## config.mk

```make
export PLATFORM = sky130hd
export DESIGN_NAME = mc_control_fsm
export DESIGN_NICKNAME = d
export VERILOG_FILES = /design/src/rtl/mc_control_fsm_pkg.sv /design/src/rtl/mc_control_fsm_alu_decoder.sv /design/src/rtl/mc_control_fsm.sv
export SDC_FILE = /design/constraint.sdc
export NUM_CORES = 1
export LEC_CHECK = 0
export ABC_AREA = 1
export BUFFER_PORTS_ARGS = -buffer_cell sky130_fd_sc_hd__buf_2
export CORE_MARGIN = 10
export CORE_UTILIZATION = 48
export CTS_CLUSTER_SIZE = 8
export DETAILED_ROUTE_END_ITERATION = 12
export PLACE_DENSITY = 0.92
export SETUP_SLACK_MARGIN = 0.1
export SLEW_MARGIN = 20
export SYNTH_ARGS = -nofsm -noshare
export SYNTH_HDL_FRONTEND = slang
export SYNTH_SLANG_ARGS = --single-unit
```

## constraint.sdc

```tcl
create_clock -name clk -period 3.3 [get_ports clk]
set_input_delay 0 -clock clk [delete_from_list [all_inputs] [get_ports clk]]
set_output_delay 0 -clock clk [all_outputs]
set_load 0.05 [all_outputs]
```

## src/rtl/mc_control_fsm_pkg.sv

```systemverilog
// rtl/mc_control_fsm_pkg.sv - shared state, opcode, funct and ALU op encodings
package mc_control_fsm_pkg;

  typedef enum logic [3:0] {
    S_FETCH  = 4'd0,
    S_DECODE = 4'd1,
    S_MEMADR = 4'd2,
    S_MEMRD  = 4'd3,
    S_MEMWB  = 4'd4,
    S_MEMWR  = 4'd5,
    S_EXEC   = 4'd6,
    S_ALUWB  = 4'd7,
    S_BRANCH = 4'd8,
    S_ADDIEX = 4'd9,
    S_ADDIWB = 4'd10,
    S_JUMP   = 4'd11
  } state_t;

  // Which ALU operation family the current state needs
  typedef enum logic [1:0] {
    ALU_CLS_ADD   = 2'd0,
    ALU_CLS_SUB   = 2'd1,
    ALU_CLS_FUNCT = 2'd2
  } alu_cls_t;

  localparam logic [5:0] OP_RTYPE = 6'b000000;
  localparam logic [5:0] OP_J     = 6'b000010;
  localparam logic [5:0] OP_BEQ   = 6'b000100;
  localparam logic [5:0] OP_ADDI  = 6'b001000;
  localparam logic [5:0] OP_LW    = 6'b100011;
  localparam logic [5:0] OP_SW    = 6'b101011;

  localparam logic [5:0] FN_ADD = 6'b100000;
  localparam logic [5:0] FN_SUB = 6'b100010;
  localparam logic [5:0] FN_AND = 6'b100100;
  localparam logic [5:0] FN_OR  = 6'b100101;

  localparam logic [3:0] ALU_ADD = 4'b0000;
  localparam logic [3:0] ALU_SUB = 4'b0010;
  localparam logic [3:0] ALU_AND = 4'b0100;
  localparam logic [3:0] ALU_OR  = 4'b0101;

  localparam logic [1:0] SRCB_REG  = 2'b00;
  localparam logic [1:0] SRCB_FOUR = 2'b01;
  localparam logic [1:0] SRCB_IMM  = 2'b10;
  localparam logic [1:0] SRCB_IMM2 = 2'b11;

  localparam logic [1:0] PCSRC_ALU    = 2'b00;
  localparam logic [1:0] PCSRC_ALUOUT = 2'b01;
  localparam logic [1:0] PCSRC_JUMP   = 2'b10;

  // True for the R-type functions the datapath actually implements
  function automatic logic funct_supported(input logic [5:0] f);
    case (f)
      FN_ADD, FN_SUB, FN_AND, FN_OR: return 1'b1;
      default:                       return 1'b0;
    endcase
  endfunction

endpackage

```

## src/rtl/mc_control_fsm_alu_decoder.sv

```systemverilog
// rtl/mc_control_fsm_alu_decoder.sv - maps state class and funct to the ALU op code
module alu_decoder
  import mc_control_fsm_pkg::*;
(
  input  logic [5:0] funct_i,
  input  alu_cls_t   alu_cls_i,
  output logic [3:0] alu_op_o
);

  // Unsupported funct falls back to add; writeback is suppressed elsewhere
  always_comb begin
    alu_op_o = ALU_ADD;
    case (alu_cls_i)
      ALU_CLS_SUB: alu_op_o = ALU_SUB;
      ALU_CLS_FUNCT: begin
        case (funct_i)
          FN_SUB:  alu_op_o = ALU_SUB;
          FN_AND:  alu_op_o = ALU_AND;
          FN_OR:   alu_op_o = ALU_OR;
          default: alu_op_o = ALU_ADD;
        endcase
      end
      default: alu_op_o = ALU_ADD;
    endcase
  end

endmodule

```

## src/rtl/mc_control_fsm.sv

```systemverilog
// rtl/mc_control_fsm.sv - multicycle MIPS-subset control state machine
module mc_control_fsm
  import mc_control_fsm_pkg::*;
(
  input  logic       clk,
  input  logic       reset,
  input  logic [5:0] opcode,
  input  logic [5:0] funct,
  input  logic       zero,
  output logic [3:0] alu_op,
  output logic       alu_src_a,
  output logic [1:0] alu_src_b,
  output logic       iord,
  output logic       mem_write,
  output logic       ir_write,
  output logic       reg_dst,
  output logic       mem_to_reg,
  output logic       reg_write,
  output logic [1:0] pc_src,
  output logic       pc_en,
  output logic [3:0] state
);

  state_t     state_q, state_d;
  logic [5:0] funct_q;
  alu_cls_t   alu_cls;

  // State register; funct is captured in EXEC so ALUWB ignores later IR changes
  always_ff @(posedge clk) begin
    if (reset) begin
      state_q <= S_FETCH;
      funct_q <= '0;
    end else begin
      state_q <= state_d;
      if (state_q == S_EXEC) funct_q <= funct;
    end
  end

  // Next-state decode from current state and opcode
  always_comb begin
    state_d = S_FETCH;
    case (state_q)
      S_FETCH: state_d = S_DECODE;
      S_DECODE: begin
        case (opcode)
          OP_LW, OP_SW: state_d = S_MEMADR;
          OP_RTYPE:     state_d = S_EXEC;
          OP_BEQ:       state_d = S_BRANCH;
          OP_ADDI:      state_d = S_ADDIEX;
          OP_J:         state_d = S_JUMP;
          default:      state_d = S_FETCH;
        endcase
      end
      S_MEMADR: state_d = (opcode == OP_SW) ? S_MEMWR : S_MEMRD;
      S_MEMRD:  state_d = S_MEMWB;
      S_EXEC:   state_d = S_ALUWB;
      S_ADDIEX: state_d = S_ADDIWB;
      default:  state_d = S_FETCH;
    endcase
  end

  alu_decoder u_alu_decoder (
    .funct_i   (funct),
    .alu_cls_i (alu_cls),
    .alu_op_o  (alu_op)
  );

  // Moore output decode; pc_en alone sees zero, and reset gates every write enable
  always_comb begin
    alu_cls    = ALU_CLS_ADD;
    alu_src_a  = 1'b0;
    alu_src_b  = SRCB_REG;
    iord       = 1'b0;
    mem_write  = 1'b0;
    ir_write   = 1'b0;
    reg_dst    = 1'b0;
    mem_to_reg = 1'b0;
    reg_write  = 1'b0;
    pc_src     = PCSRC_ALU;
    pc_en      = 1'b0;
    case (state_q)
      S_FETCH: begin
        ir_write  = 1'b1;
        alu_src_b = SRCB_FOUR;
        pc_en     = 1'b1;
      end
      S_DECODE: alu_src_b = SRCB_IMM2;
      S_MEMADR, S_ADDIEX: begin
        alu_src_a = 1'b1;
        alu_src_b = SRCB_IMM;
      end
      S_MEMRD: iord = 1'b1;
      S_MEMWR: begin
        iord      = 1'b1;
        mem_write = 1'b1;
      end
      S_MEMWB: begin
        mem_to_reg = 1'b1;
        reg_write  = 1'b1;
      end
      S_EXEC: begin
        alu_src_a = 1'b1;
        alu_cls   = ALU_CLS_FUNCT;
      end
      S_ALUWB: begin
        reg_dst   = 1'b1;
        reg_write = funct_supported(funct_q);
      end
      S_ADDIWB: reg_write = 1'b1;
      S_BRANCH: begin
        alu_src_a = 1'b1;
        alu_cls   = ALU_CLS_SUB;
        pc_src    = PCSRC_ALUOUT;
        pc_en     = zero;
      end
      S_JUMP: begin
        pc_src = PCSRC_JUMP;
        pc_en  = 1'b1;
      end
      default: ;
    endcase
    if (reset) begin
      pc_en     = 1'b0;
      ir_write  = 1'b0;
      mem_write = 1'b0;
      reg_write = 1'b0;
    end
  end

  assign state = state_q;

endmodule

```

After elaboration in Yosys (flattened, before gate mapping)
Cells that the tools add are included.
{"block": "word_totals", "ff_bits": 10, "output_inout_bits": 20, "elab_cells": 57}
{"block": "classes", "eq_ne": 25, "n_mux": 21, "n_reduce_logical": 9}
{"cell": "equality test 6 bit, second input constant", "count": 9}
{"cell": "one-hot mux 4 bit (6 select lines)", "count": 1}
{"cell": "one-hot mux 4 bit (5 select lines)", "count": 1}
{"cell": "equality test 4 x 3 -> 1 bit, second input constant", "count": 4}
{"cell": "equality test 4 bit, second input constant", "count": 4}
{"cell": "2-to-1 mux 1 bit", "count": 11}
{"cell": "OR reduction 2 bit", "count": 5}
{"cell": "one-hot mux 3 bit (3 select lines)", "count": 1}
{"cell": "equality test 4 x 2 -> 1 bit, second input constant", "count": 2}
{"cell": "one-hot mux 2 bit (2 select lines)", "count": 2}
{"cell": "one-hot mux 4 bit (2 select lines)", "count": 1}
{"cell": "OR reduction 4 bit", "count": 2}
{"cell": "equality test 6 x 2 -> 1 bit, second input constant", "count": 1}
{"cell": "equality test 6 x 3 -> 1 bit, second input constant", "count": 1}
{"cell": "equality test 6 x 4 -> 1 bit, second input constant", "count": 1}
{"cell": "zero test 6 bit", "count": 1}
{"cell": "one-hot mux 2 bit (3 select lines)", "count": 1}
{"cell": "equality test 4 x 1 -> 1 bit, second input constant", "count": 1}
{"cell": "zero test 4 bit", "count": 1}
{"cell": "one-hot mux 1 bit (2 select lines)", "count": 2}
{"cell": "2-to-1 mux 3 bit", "count": 1}
{"cell": "equality test 2 x 1 -> 1 bit, second input constant", "count": 1}
{"cell": "equality test 2 bit, second input constant", "count": 1}

Longest topological paths before layout
{"block": "logic_depth", "ltp_word": 5, "depth_mapped": 10, "mapped_depth_nobuf": 10}

By module
From an unflattened synthesis, not the netlist that was laid out.
{"block": "hier_totals", "cells_unflattened": 143, "area_unflattened_um2": 832.0}
{"mod": "mc_control_fsm", "cells_per_inst": 120, "seq_area_each_um2": 200.2, "area_each_um2": 713.2, "instances": 1}
{"mod": "alu_decoder", "cells_per_inst": 23, "seq_area_each_um2": 0.0, "area_each_um2": 118.9, "instances": 1}

Worst setup path before layout
No wires, ideal clock.
{"block": "synth_timing", "kind": "register -> output", "start": "register state_q[1], in the netlist state[1]", "end": "output alu_op[0]", "path_slack_ns": 0.543, "path_stages_with_launch": 9, "arrival_time_ns": 2.757, "t_required_ns": 3.300, "path_cell_list": "dfxtp_1 inv_1 nor2_4 nand2_2 clkinv_4 ha_1 inv_1 or2_2 nor3_1"}
{"block": "synth_via", "elab_chain_cells": 4, "elab_cells_between_ends": 6, "classes_between": "eq/ne (4); mux (2)"}
{"element": "start, declared", "line": "mc_control_fsm.sv:24", "text": "state_t state_q, state_d;"}
{"element": "start signal, assigned", "line": "mc_control_fsm.sv:34", "text": "state_q <= state_d;"}
{"element": "equality test 4 bit / equality test 4 x 3 -> 1 bit (equally long branches)", "line": "mc_control_fsm.sv:81", "text": "case (state_q)"}
{"element": "one-hot mux 2 bit (2 select lines) (*)", "line": "mc_control_fsm.sv:81"}
{"element": "equality test 2 bit / equality test 2 x 1 -> 1 bit (equally long branches)", "line": "mc_control_fsm_alu_decoder.sv:13", "text": "case (alu_cls_i)"}
{"element": "one-hot mux 4 bit (2 select lines) (*)", "line": "mc_control_fsm_alu_decoder.sv:13"}
{"element": "end, declared", "line": "mc_control_fsm.sv:10", "text": "output logic [3:0] alu_op,"}
Mark *: on every way between the ends. The rest lies on a longest branch, timed or not.

Worst setup path in the final report
{"block": "layout_timing", "start": "register state_q[2], in the netlist state[2]", "end": "output alu_op[0]"}
Same word-level chain as after synthesis.

==> results.py <==
metrics = {
    "route": {
        "drc_errors": 0,
        "ant_nets": 0,
        "vias_per_cell": 5.22,
        "vias": 945,
        "wl_met2_mm": 1.21,
        "dr_wl_met3_um": 174,
        "top_layer": "met4",
        "drtPass1Iterations": 4,
        "wl_met1_um": 907,
        "totalWireLength_mm": 2.30,
        "drt-wirelength-per-cell_um": 12.7,
        "drt_iter0_drc": 27,
    },
    "global_route": {
        "antenna_found_initial": 0,
        "overflow": 0,
        "grt_pass1_wl_mm": 3.86,
        "grt_usage": 0.135,
        "grt_max_degree": 11,
        "grt_pass1_vias": 939,
    },
    "cts": {
        "cts.sinks": 10,
        "numCtsBuffers": 3,
        "cts_max_level": 1,
        "cts_root_buf": "clkbuf_4",
        "insertion_delay_ns": 0.28,
        "post_cts_buffers": 0,
        "cts_buffer_depth": 2,
        "cts_resized": 0,
        "cts_tree": "done",
        "clk_pin_slew_ns": 0.07,
    },
    "critical_path": {
        "criticalPathCategory": "register to output pin",
        "start_kind": "register",
        "crit_path_max_fanout": 10,
        "cp.required_ns": 3.30,
        "r2r_cells": 8,
        "r2r-start": "state[1]$_SDFF_PP0_",
        "reg2reg_to": "state[2]$_SDFF_PP0_",
        "regToRegSetupSlack_ns": 2.07,
        "cp-end-kind": "output pin",
        "arrival_ns": 2.14,
    },
    "final_layout": {
        "final_common_cell": "buf_2",
        "multiInputGateArea_um2": 449,
        "final_cell_mix": "buf_2, nor2_1, nand2_1",
        "drive_gt1_frac": 0.255,
        "num-fill-cells": 126,
        "diodes": 0,
        "design_area_um2": 975,
        "ff_latch_area_um2": 200,
        "fin_nets": 183,
        "area_growth_pct": 31.6,
    },
    "min_path": {
        "min_path_type": "primary input to register",
        "hold_depth": 3,
        "hold_end": "funct_q[0]$_SDFFE_PP0N_",
        "hp-start": "funct[0]",
    },
    "synthesis": {
        "syn_inst": 127,
        "ys_ff_latch": 10,
        "mappedNetlistArea_um2": 741,
        "ys_warn_count": 0,
        "synth_edf_count": 0,
        "async_reset_ff_frac": 0,
        "synth_seq_area_share": 0.270,
        "synth_area_per_cell_um2": 5.83,
        "synth-main-ff-cell": "dfxtp_1",
        "synth_nets": 144,
        "synth.distinct_cells": 21,
    },
    "power_and_ir_drop": {
        "switching_share": 0.328,
        "power.total_w": 0.000312,
        "power.internal_w": 0.000209,
        "p_leak_nw": 0.531,
        "combPwrFrac": 0.230,
        "ir_drop_uv": 273,
        "p_seq_frac": 0.401,
        "powerDensity_nw_per_um2": 320,
        "p_switching_w": 0.000102,
        "pwr-share-clk": 0.369,
    },
    "die": {
        "num_io_pins": 35,
        "start_util": 0.497,
        "core_um2": 1490,
        "rows": 14,
        "dieWidth_um": 59.3,
        "die_y_um": 59.3,
        "dieArea_um2": 3510,
    },
    "sta": {
        "hold_viol_final": 0,
        "period_share": 0.650,
        "finalClockSkew_ns": 0.00641,
        "rsz0062_at_grt": "false",
        "final.min_clock_period_ns": 2.14,
        "setup_viol": 0,
        "fmax_mhz": 466,
        "slew_viol_final": 0,
        "setup_tns_ns": 0,
        "fin_hold_ws_ns": 0.00612,
    },
    "run_status": {
        "status": "finished clean",
    },
    "placed_design": {
        "placed_area_um2": 918,
        "routabilityCongestion": 0.871,
        "dp_hpwl_mm": 1.91,
        "io_buffer_count": 33,
    },
    "flow_run": {
        "cap_viol_max_count": 0,
    },
}
## metal layers
metal | track usage | vias to the layer above
li1 | - | 484
met1 | 0.133 | 432
met2 | 0.244 | 26
met3 | 0.0558 | 3
met4 | 0.0492 | 0
met5 | 0 | -
## cells by family after synthesis
logic type / share of synthesized area
and+or+nand+nor: 0.422
buffers and inverters: 0.123
AOI/OAI and AO/OA: 0.145
DFF: 0.270
adders and majority gates: 0.0338
other: 0.00506
## cell usage after synthesis, types with 2 or more instances
master   number  area [um2]
nand4_1       4        25.0
o21ai_0       9        45.0
nor2_1       27         101
a21oi_1      10        50.1
inv_1        20        75.1
ha_1          2        25.0
nand3_1       9        45.0
dfxtp_1      10         200
nor3_1        3        15.0
nand2_1      22        82.6
## what timing repair did
item	4_1_cts	5_1_grt
hold buffers	2	0
hold endpoints to repair	3	0
endpoints found under the setup margin	0	0
## how the worst max path moves through the flow
stage | startpoint | to | slack, ns | depth (start not counted)
floorplan | state[1]$_SDFF_PP0_ | alu_op[0] | 0.54 | 8
global placement | state[2]$_SDFF_PP0_ | alu_op[2] | 1.56 | 9
detailed placement | state[2]$_SDFF_PP0_ | alu_op[0] | 1.46 | 9
CTS | state[2]$_SDFF_PP0_ | alu_op[0] | 1.16 | 9
global route | state[1]$_SDFF_PP0_ | alu_op[2] | 0.95 | 9
finish | state[2]$_SDFF_PP0_ | alu_op[0] | 1.16 | 9
## metrics by stage
stage,util,instances,setup slack (ns)
floorplan,-,127,0.543
global placement,0.617,175,1.56
detailed placement,0.617,175,1.46
CTS,0.655,181,1.16
global route,0.655,181,0.951
finish,0.655,181,1.16
## worst max-delay path, cell delays in order (launching register included)
cell and delay (ns):
dfxtp_1 0.40, inv_1 0.09, nor2_1 0.17, nand2_2 0.16, clkinv_4 0.11, ha_1 0.14, inv_1 0.05, or2_2 0.28
nor3_1 0.17, buf_2 0.29
## power groups by stage
stage	logic (W)	clock network, W	registers, W
floorplan	0.0000424	0	0.000133
global placement	0.0000678	0	0.000127
detailed placement	0.0000698	0	0.000128
CTS	0.0000718	0.000115	0.000125
global route	0.0000779	0.000120	0.000125
finish	0.0000718	0.000115	0.000125
## layout make-up
type,count,share of cell area
Multi-Input combinational cell,95,0.461
Sequential cell,10,0.205
Clock buffer,4,0.0372
Tap cell,16,0.0205
Inverter,21,0.0860
Timing Repair Buffer,35,0.190
## state kept, by name, indices dropped and copies added, names as in the netlist
| name | count |
|---|---|
| state | 4 |
| funct_q | 6 |
No activity file was read; power rests on OpenSTA's default activity.
